--- src/rtl/memory_access.sv ---
// Memory stage: issues one load/store at a time on the data bus, aligns and
// extends load data, and hands a single registered record per instruction to writeback.
module memory_access #(
  parameter int XLEN = 64,
  parameter int REGW = 5
) (
  input  logic            clk,
  input  logic            reset,
  input  logic            flush,
  input  logic            in_valid,
  output logic            in_ready,
  input  logic [XLEN-1:0] in_pc,
  input  logic [1:0]      in_mem_op,
  input  logic [2:0]      in_funct3,
  input  logic [XLEN-1:0] in_addr,
  input  logic [XLEN-1:0] in_store_data,
  input  logic [XLEN-1:0] in_result,
  input  logic [REGW-1:0] in_dst,
  input  logic            in_wen,
  output logic            dreq_valid,
  output logic [XLEN-1:0] dreq_addr,
  output logic [2:0]      dreq_size,
  output logic [7:0]      dreq_strobe,
  output logic [XLEN-1:0] dreq_data,
  input  logic            dresp_data_ok,
  input  logic [XLEN-1:0] dresp_data,
  output logic            out_valid,
  output logic [XLEN-1:0] out_pc,
  output logic [XLEN-1:0] out_result,
  output logic [REGW-1:0] out_dst,
  output logic            out_wen,
  output logic [XLEN-1:0] out_mem_addr,
  output logic            out_misaligned,
  output logic            dbg_state
);

  typedef enum logic {
    IDLE = 1'b0,
    BUSY = 1'b1
  } state_t;

  localparam logic [1:0] OP_LOAD  = 2'd1;
  localparam logic [1:0] OP_STORE = 2'd2;

  state_t          state;
  logic            kill;
  logic [XLEN-1:0] cap_pc;
  logic [XLEN-1:0] cap_addr;
  logic [2:0]      cap_funct3;
  logic            cap_store;
  logic [REGW-1:0] cap_dst;
  logic            cap_wen;

  logic            accept;
  logic            is_mem;
  logic            misaligned;
  logic [7:0]      size_mask;
  logic [7:0]      strobe_next;
  logic [XLEN-1:0] store_shifted;
  logic [XLEN-1:0] load_shifted;
  logic [XLEN-1:0] load_ext;

  // Handshake: an instruction moves in when in_valid && in_ready && !flush.
  // in_ready depends on state only, so it never combinationally follows in_valid.
  assign in_ready  = (state == IDLE);
  assign accept    = in_valid && in_ready && !flush;
  assign is_mem    = (in_mem_op == OP_LOAD) || (in_mem_op == OP_STORE);
  assign dbg_state = (state == BUSY);

  always_comb begin
    misaligned = 1'b0;
    size_mask  = 8'h01;
    case (in_funct3[1:0])
      2'd0: begin misaligned = 1'b0;          size_mask = 8'h01; end
      2'd1: begin misaligned = in_addr[0];    size_mask = 8'h03; end
      2'd2: begin misaligned = |in_addr[1:0]; size_mask = 8'h0F; end
      default: begin misaligned = |in_addr[2:0]; size_mask = 8'hFF; end
    endcase
    strobe_next   = size_mask << in_addr[2:0];
    store_shifted = in_store_data << {in_addr[2:0], 3'b000};
  end

  // Response word is 64-bit aligned: move the addressed lane down, then extend.
  always_comb begin
    load_shifted = dresp_data >> {cap_addr[2:0], 3'b000};
    load_ext     = load_shifted;
    case (cap_funct3[1:0])
      2'd0: load_ext = cap_funct3[2] ? {{(XLEN-8){1'b0}}, load_shifted[7:0]}
                                     : {{(XLEN-8){load_shifted[7]}}, load_shifted[7:0]};
      2'd1: load_ext = cap_funct3[2] ? {{(XLEN-16){1'b0}}, load_shifted[15:0]}
                                     : {{(XLEN-16){load_shifted[15]}}, load_shifted[15:0]};
      2'd2: load_ext = cap_funct3[2] ? {{(XLEN-32){1'b0}}, load_shifted[31:0]}
                                     : {{(XLEN-32){load_shifted[31]}}, load_shifted[31:0]};
      default: load_ext = load_shifted;
    endcase
  end

  always_ff @(posedge clk) begin
    if (reset) begin
      state          <= IDLE;
      kill           <= 1'b0;
      cap_pc         <= '0;
      cap_addr       <= '0;
      cap_funct3     <= '0;
      cap_store      <= 1'b0;
      cap_dst        <= '0;
      cap_wen        <= 1'b0;
      dreq_valid     <= 1'b0;
      dreq_addr      <= '0;
      dreq_size      <= '0;
      dreq_strobe    <= '0;
      dreq_data      <= '0;
      out_valid      <= 1'b0;
      out_pc         <= '0;
      out_result     <= '0;
      out_dst        <= '0;
      out_wen        <= 1'b0;
      out_mem_addr   <= '0;
      out_misaligned <= 1'b0;
    end else begin
      out_valid <= 1'b0;
      case (state)
        IDLE: begin
          if (accept) begin
            if (!is_mem || misaligned) begin
              // Non-memory ops and misaligned accesses retire without the bus.
              out_valid      <= 1'b1;
              out_pc         <= in_pc;
              out_result     <= in_result;
              out_dst        <= in_dst;
              out_wen        <= is_mem ? 1'b0 : in_wen;
              out_mem_addr   <= in_addr;
              out_misaligned <= is_mem;
            end else begin
              state       <= BUSY;
              kill        <= 1'b0;
              cap_pc      <= in_pc;
              cap_addr    <= in_addr;
              cap_funct3  <= in_funct3;
              cap_store   <= (in_mem_op == OP_STORE);
              cap_dst     <= in_dst;
              cap_wen     <= in_wen;
              dreq_valid  <= 1'b1;
              dreq_addr   <= in_addr;
              dreq_size   <= {1'b0, in_funct3[1:0]};
              dreq_strobe <= (in_mem_op == OP_STORE) ? strobe_next : 8'h00;
              dreq_data   <= (in_mem_op == OP_STORE) ? store_shifted : '0;
            end
          end
        end
        BUSY: begin
          if (dresp_data_ok) begin
            state       <= IDLE;
            kill        <= 1'b0;
            dreq_valid  <= 1'b0;
            dreq_addr   <= '0;
            dreq_size   <= '0;
            dreq_strobe <= '0;
            dreq_data   <= '0;
            if (!(kill || flush)) begin
              out_valid      <= 1'b1;
              out_pc         <= cap_pc;
              out_result     <= cap_store ? '0 : load_ext;
              out_dst        <= cap_dst;
              out_wen        <= cap_store ? 1'b0 : cap_wen;
              out_mem_addr   <= cap_addr;
              out_misaligned <= 1'b0;
            end
          end else if (flush) begin
            // The request cannot be withdrawn; remember to drop its result.
            kill <= 1'b1;
          end
        end
        default: state <= IDLE;
      endcase
    end
  end

endmodule

--- config.mk ---
export PLATFORM = sky130hd
export DESIGN_NAME = memory_access
export DESIGN_NICKNAME = d
export VERILOG_FILES = /design/src/rtl/memory_access.sv
export SDC_FILE = /design/constraint.sdc
export NUM_CORES = 1
export LEC_CHECK = 0
export ABC_AREA = 1
export CAP_MARGIN = 25
export CORE_AREA = 2 2 263 265
export DETAILED_ROUTE_END_ITERATION = 7
export DIE_AREA = 0 0 265 267
export DONT_BUFFER_PORTS = 1
export SLEW_MARGIN = 20
export SYNTH_ARGS = -nofsm -noshare
export SYNTH_HDL_FRONTEND = slang
export SYNTH_SLANG_ARGS = --single-unit
--- constraint.sdc ---
create_clock -name clk -period 1.5 [get_ports clk]
set_input_delay 0.225 -clock clk [delete_from_list [all_inputs] [get_ports clk]]
set_output_delay 0.225 -clock clk [all_outputs]
set_load 0.01 [all_outputs]
==> run_results.csv <==
group,metric,value,unit
floorplanning,rows,96,
synth,yosysWarnings,0,
timing,fin_skew,0.0202,ns
synth,synth_top_area_share,45.1,%
placement,dpl_worst_slack,-0.378,ns
clocking,cts_tree,"done",
placement,routabilityCongestion,1.00,
floorplanning,initial_core_util,31.3,%
placement,port_buffers,0,
drt,wl_met1,38100,um
drt,via_count,23600,
placement,dp_hpwl,63500,um
timing,worstMarginPinSlew,0.868,ns
clocking,root_buffer,"clkbuf_16",
clocking,clk_path_buf_depth,3,
floorplanning,dieArea,70800,um^2
run,drv_cap,0,
clocking,cts_sinks,479,
synth,synth_area,21300,um^2
synth,synth_common_cells,"nand2_1 (1050), dfxtp_1 (479), a21oi_1 (385), o21ai_0 (331), clkbuf_1 (157)",
synth,synth-edff-count,0,
synth,synth.ff_latch_count,479,
timing,fmax,0.561,GHz
final_layout,area_growth_syn_to_layout,40.3,%
synth,avgSynthCellArea,7.05,um^2
setup_path,critical_path_arrival,2.32,ns
pwr,vdd_drop_max,0.923,mV
timing,finalMaxSlewViolations,0,
global_routing,grt_max_degree,266,
global_routing,grt_pass1_vias,21500,
drt,wl_met3,9650,um
final_layout,drive_above_1_share,17.5,%
drt,drtIter0Drc,2279,
floorplanning,die_width,265,um
synth,yosys-top-cells-area,"dfxtp_1 (45%), nand2_1 (19%), a21oi_1 (9.1%)",
global_routing,grt_pass1_wl,135000,um
setup_path,end_kind,"flip-flop",
timing,hold_violations,267,
synth,ys_seq_area_share,45.1,%
drt,wl_met2,44900,um
timing,rsz0062_at_grt,"true",
setup_path,setup.worst_path.start_class,"flip-flop",
final_layout,fin_area,29800,um^2
clocking,numCtsBuffers,54,
drt,drc,0,
timing,min_period,1.78,ns
timing,timing.slew.headroom,41.5,%
drt,ant_nets,0,
timing,setup_slack,-0.282,ns
synth,yosysUniqueCellTypes,36,
global_routing,antenna_found_initial,4,
final_layout,finish.utilization,43.9,%
clocking,clkLatencyLatePin,0.61,ns
timing,setup_violations,411,
status,violations,"hold timing, setup timing",
setup_path,crit_fanout,12,
global_routing,track_usage,24.4,%
final_layout,nets,3676,
setup_path,cp.required,2.04,ns
synth,async_flop_share,0,%
drt,wirelength,98500,um
drt,routed_via_density,5.54,
timing,timing.setup.tns,-27.56,ns
global_routing,overflow,0,
placement,dpl_cell_area,23700,um^2
floorplanning,top_level_ports,678,
worst_hold_path,hold_class,"input pin to flip-flop",
pwr,p_per_area,1090,nW/um^2
synth,yosys.area.top_type,"dfxtp_1",
synth,syn-num-nets,3352,
floorplanning,die_h,267,um
drt,highest_layer,"met5",
synth,synth_flop_cell,"dfxtp_1",
pwr,cellLeakagePower,11.4,nW
clocking,path_clk_slew,0.07,ns
synth,syn_inst,3015,
clocking,cts_htree_levels,2,
timing,fin_crit_sh,119,%
setup_path,critPathKind,"flip-flop to flip-flop",
drt,wl_per_cell,23.1,um
timing,hold_slack,-0.322,ns
drt,first_pass_iters,6,
status,status,"finished with violations",
floorplanning,core_area,68000,um^2
synth,post-synth-top-count-cell,"nand2_1",
worst paths after layout:
check,from,to,slack (ns),cells after the start
setup / recovery,cap_addr[0],out_result[25],-0.28,11
hold / removal,reset,cap_addr[29],-0.32,1
setup reg to reg,cap_addr[0],out_result[25],-0.28,11
hold reg to reg,cap_addr[10],cap_addr[10],0.46,2
final cells by class:
cell class	count	area (um^2)
fillers	6684	38200
multi-input cells	2222	11000
flip-flops and latches	479	9600
repair buffers	527	6020
clock buffers	76	1570
well taps	882	1100
inverters	54	256
clock inverters	22	216
repair inverters	1	20.0
diodes	2	5.00
placed cells by master (no fill, tap or decap), types with 14 or more instances in the layout:
master and n:
inv_1 36, dlygate4sd3_1 206, o22ai_1 17, o21ai_0 270
dfxtp_1 476, o21ai_2 37, clkbuf_16 82, clkbuf_8 14
nand3_2 19, o31ai_1 17, buf_4 194, buf_6 25
a31oi_1 127, a21oi_2 21, o21ai_1 38, nand2_2 16
nand2_1 1029, a21oi_1 364, or2_2 26, nand3_1 114
nor2_1 20, o211ai_1 31, buf_12 54
critical path, stage by stage (launching register included):
cell and delay [ns]:
dfxtp_4 0.38, inv_8 0.11, buf_4 0.12, buf_4 0.10
nand2_1 0.05, and2_1 0.14, or2_2 0.27, o211ai_1 0.10
nand2_2 0.13, nand2_1 0.08, nand2_1 0.08, a21oi_1 0.17
flip-flops by register name (all words and copies together), names as in the netlist:
register        count
dreq_valid          1
dreq_size           2
out_wen             1
cap_dst             5
cap_wen             1
cap_funct3          3
out_mem_addr       64
out_misaligned      1
out_valid           1
out_pc             64
cap_store           1
cap_addr           64
dbg_state           1
kill                1
out_result         64
dreq_data          64
dreq_addr          64
dreq_strobe         8
cap_pc             64
out_dst             5
power by group:
group / total, W / internal (W) / leakage [nW] / switching (W)
Sequential: 0.0141 / 0.0133 / 3.90 / 0.000786
Clock: 0.0134 / 0.00756 / 0.866 / 0.00588
Combinational: 0.00489 / 0.00223 / 6.66 / 0.00266
Total: 0.0324 / 0.0231 / 11.4 / 0.00932
stage by stage:
stage | cells | power, W
after floorplan | 3015 | 0.0163
after global placement | 3875 | 0.0177
after detailed placement | 3875 | 0.0177
after CTS | 4197 | 0.0317
after global routing | 4265 | 0.0335
final | 4265 | 0.0324
repair_timing:
item / CTS / global route
buffers inserted: 11 / 30
gates cloned: 5 / 37
hold buffers: 208 / 1
setup endpoints to repair: 332 / 445
gates resized for setup: 46 / 215
hold endpoints to repair: 478 / 267
pin swaps: 1 / 31
cells by family after synthesis:
family          Yosys count  share of synthesized area (%)
mux                      10                          0.471
compound gates          952                           24.1
flops                   479                           45.1
other cells               1                         0.0176
fa+ha+maj                 1                         0.0589
simple gates           1254                           23.7
buf+inv                 318                           6.53
layer usage:
layer / vias to the layer above / global-route usage (%)
met5: - / 0
met4: 4 / 12.2
met3: 300 / 6.88
met2: 1356 / 39.8
met1: 11100 / 29.5
li1: 10900 / -
Power figures use the tool's default switching activity.
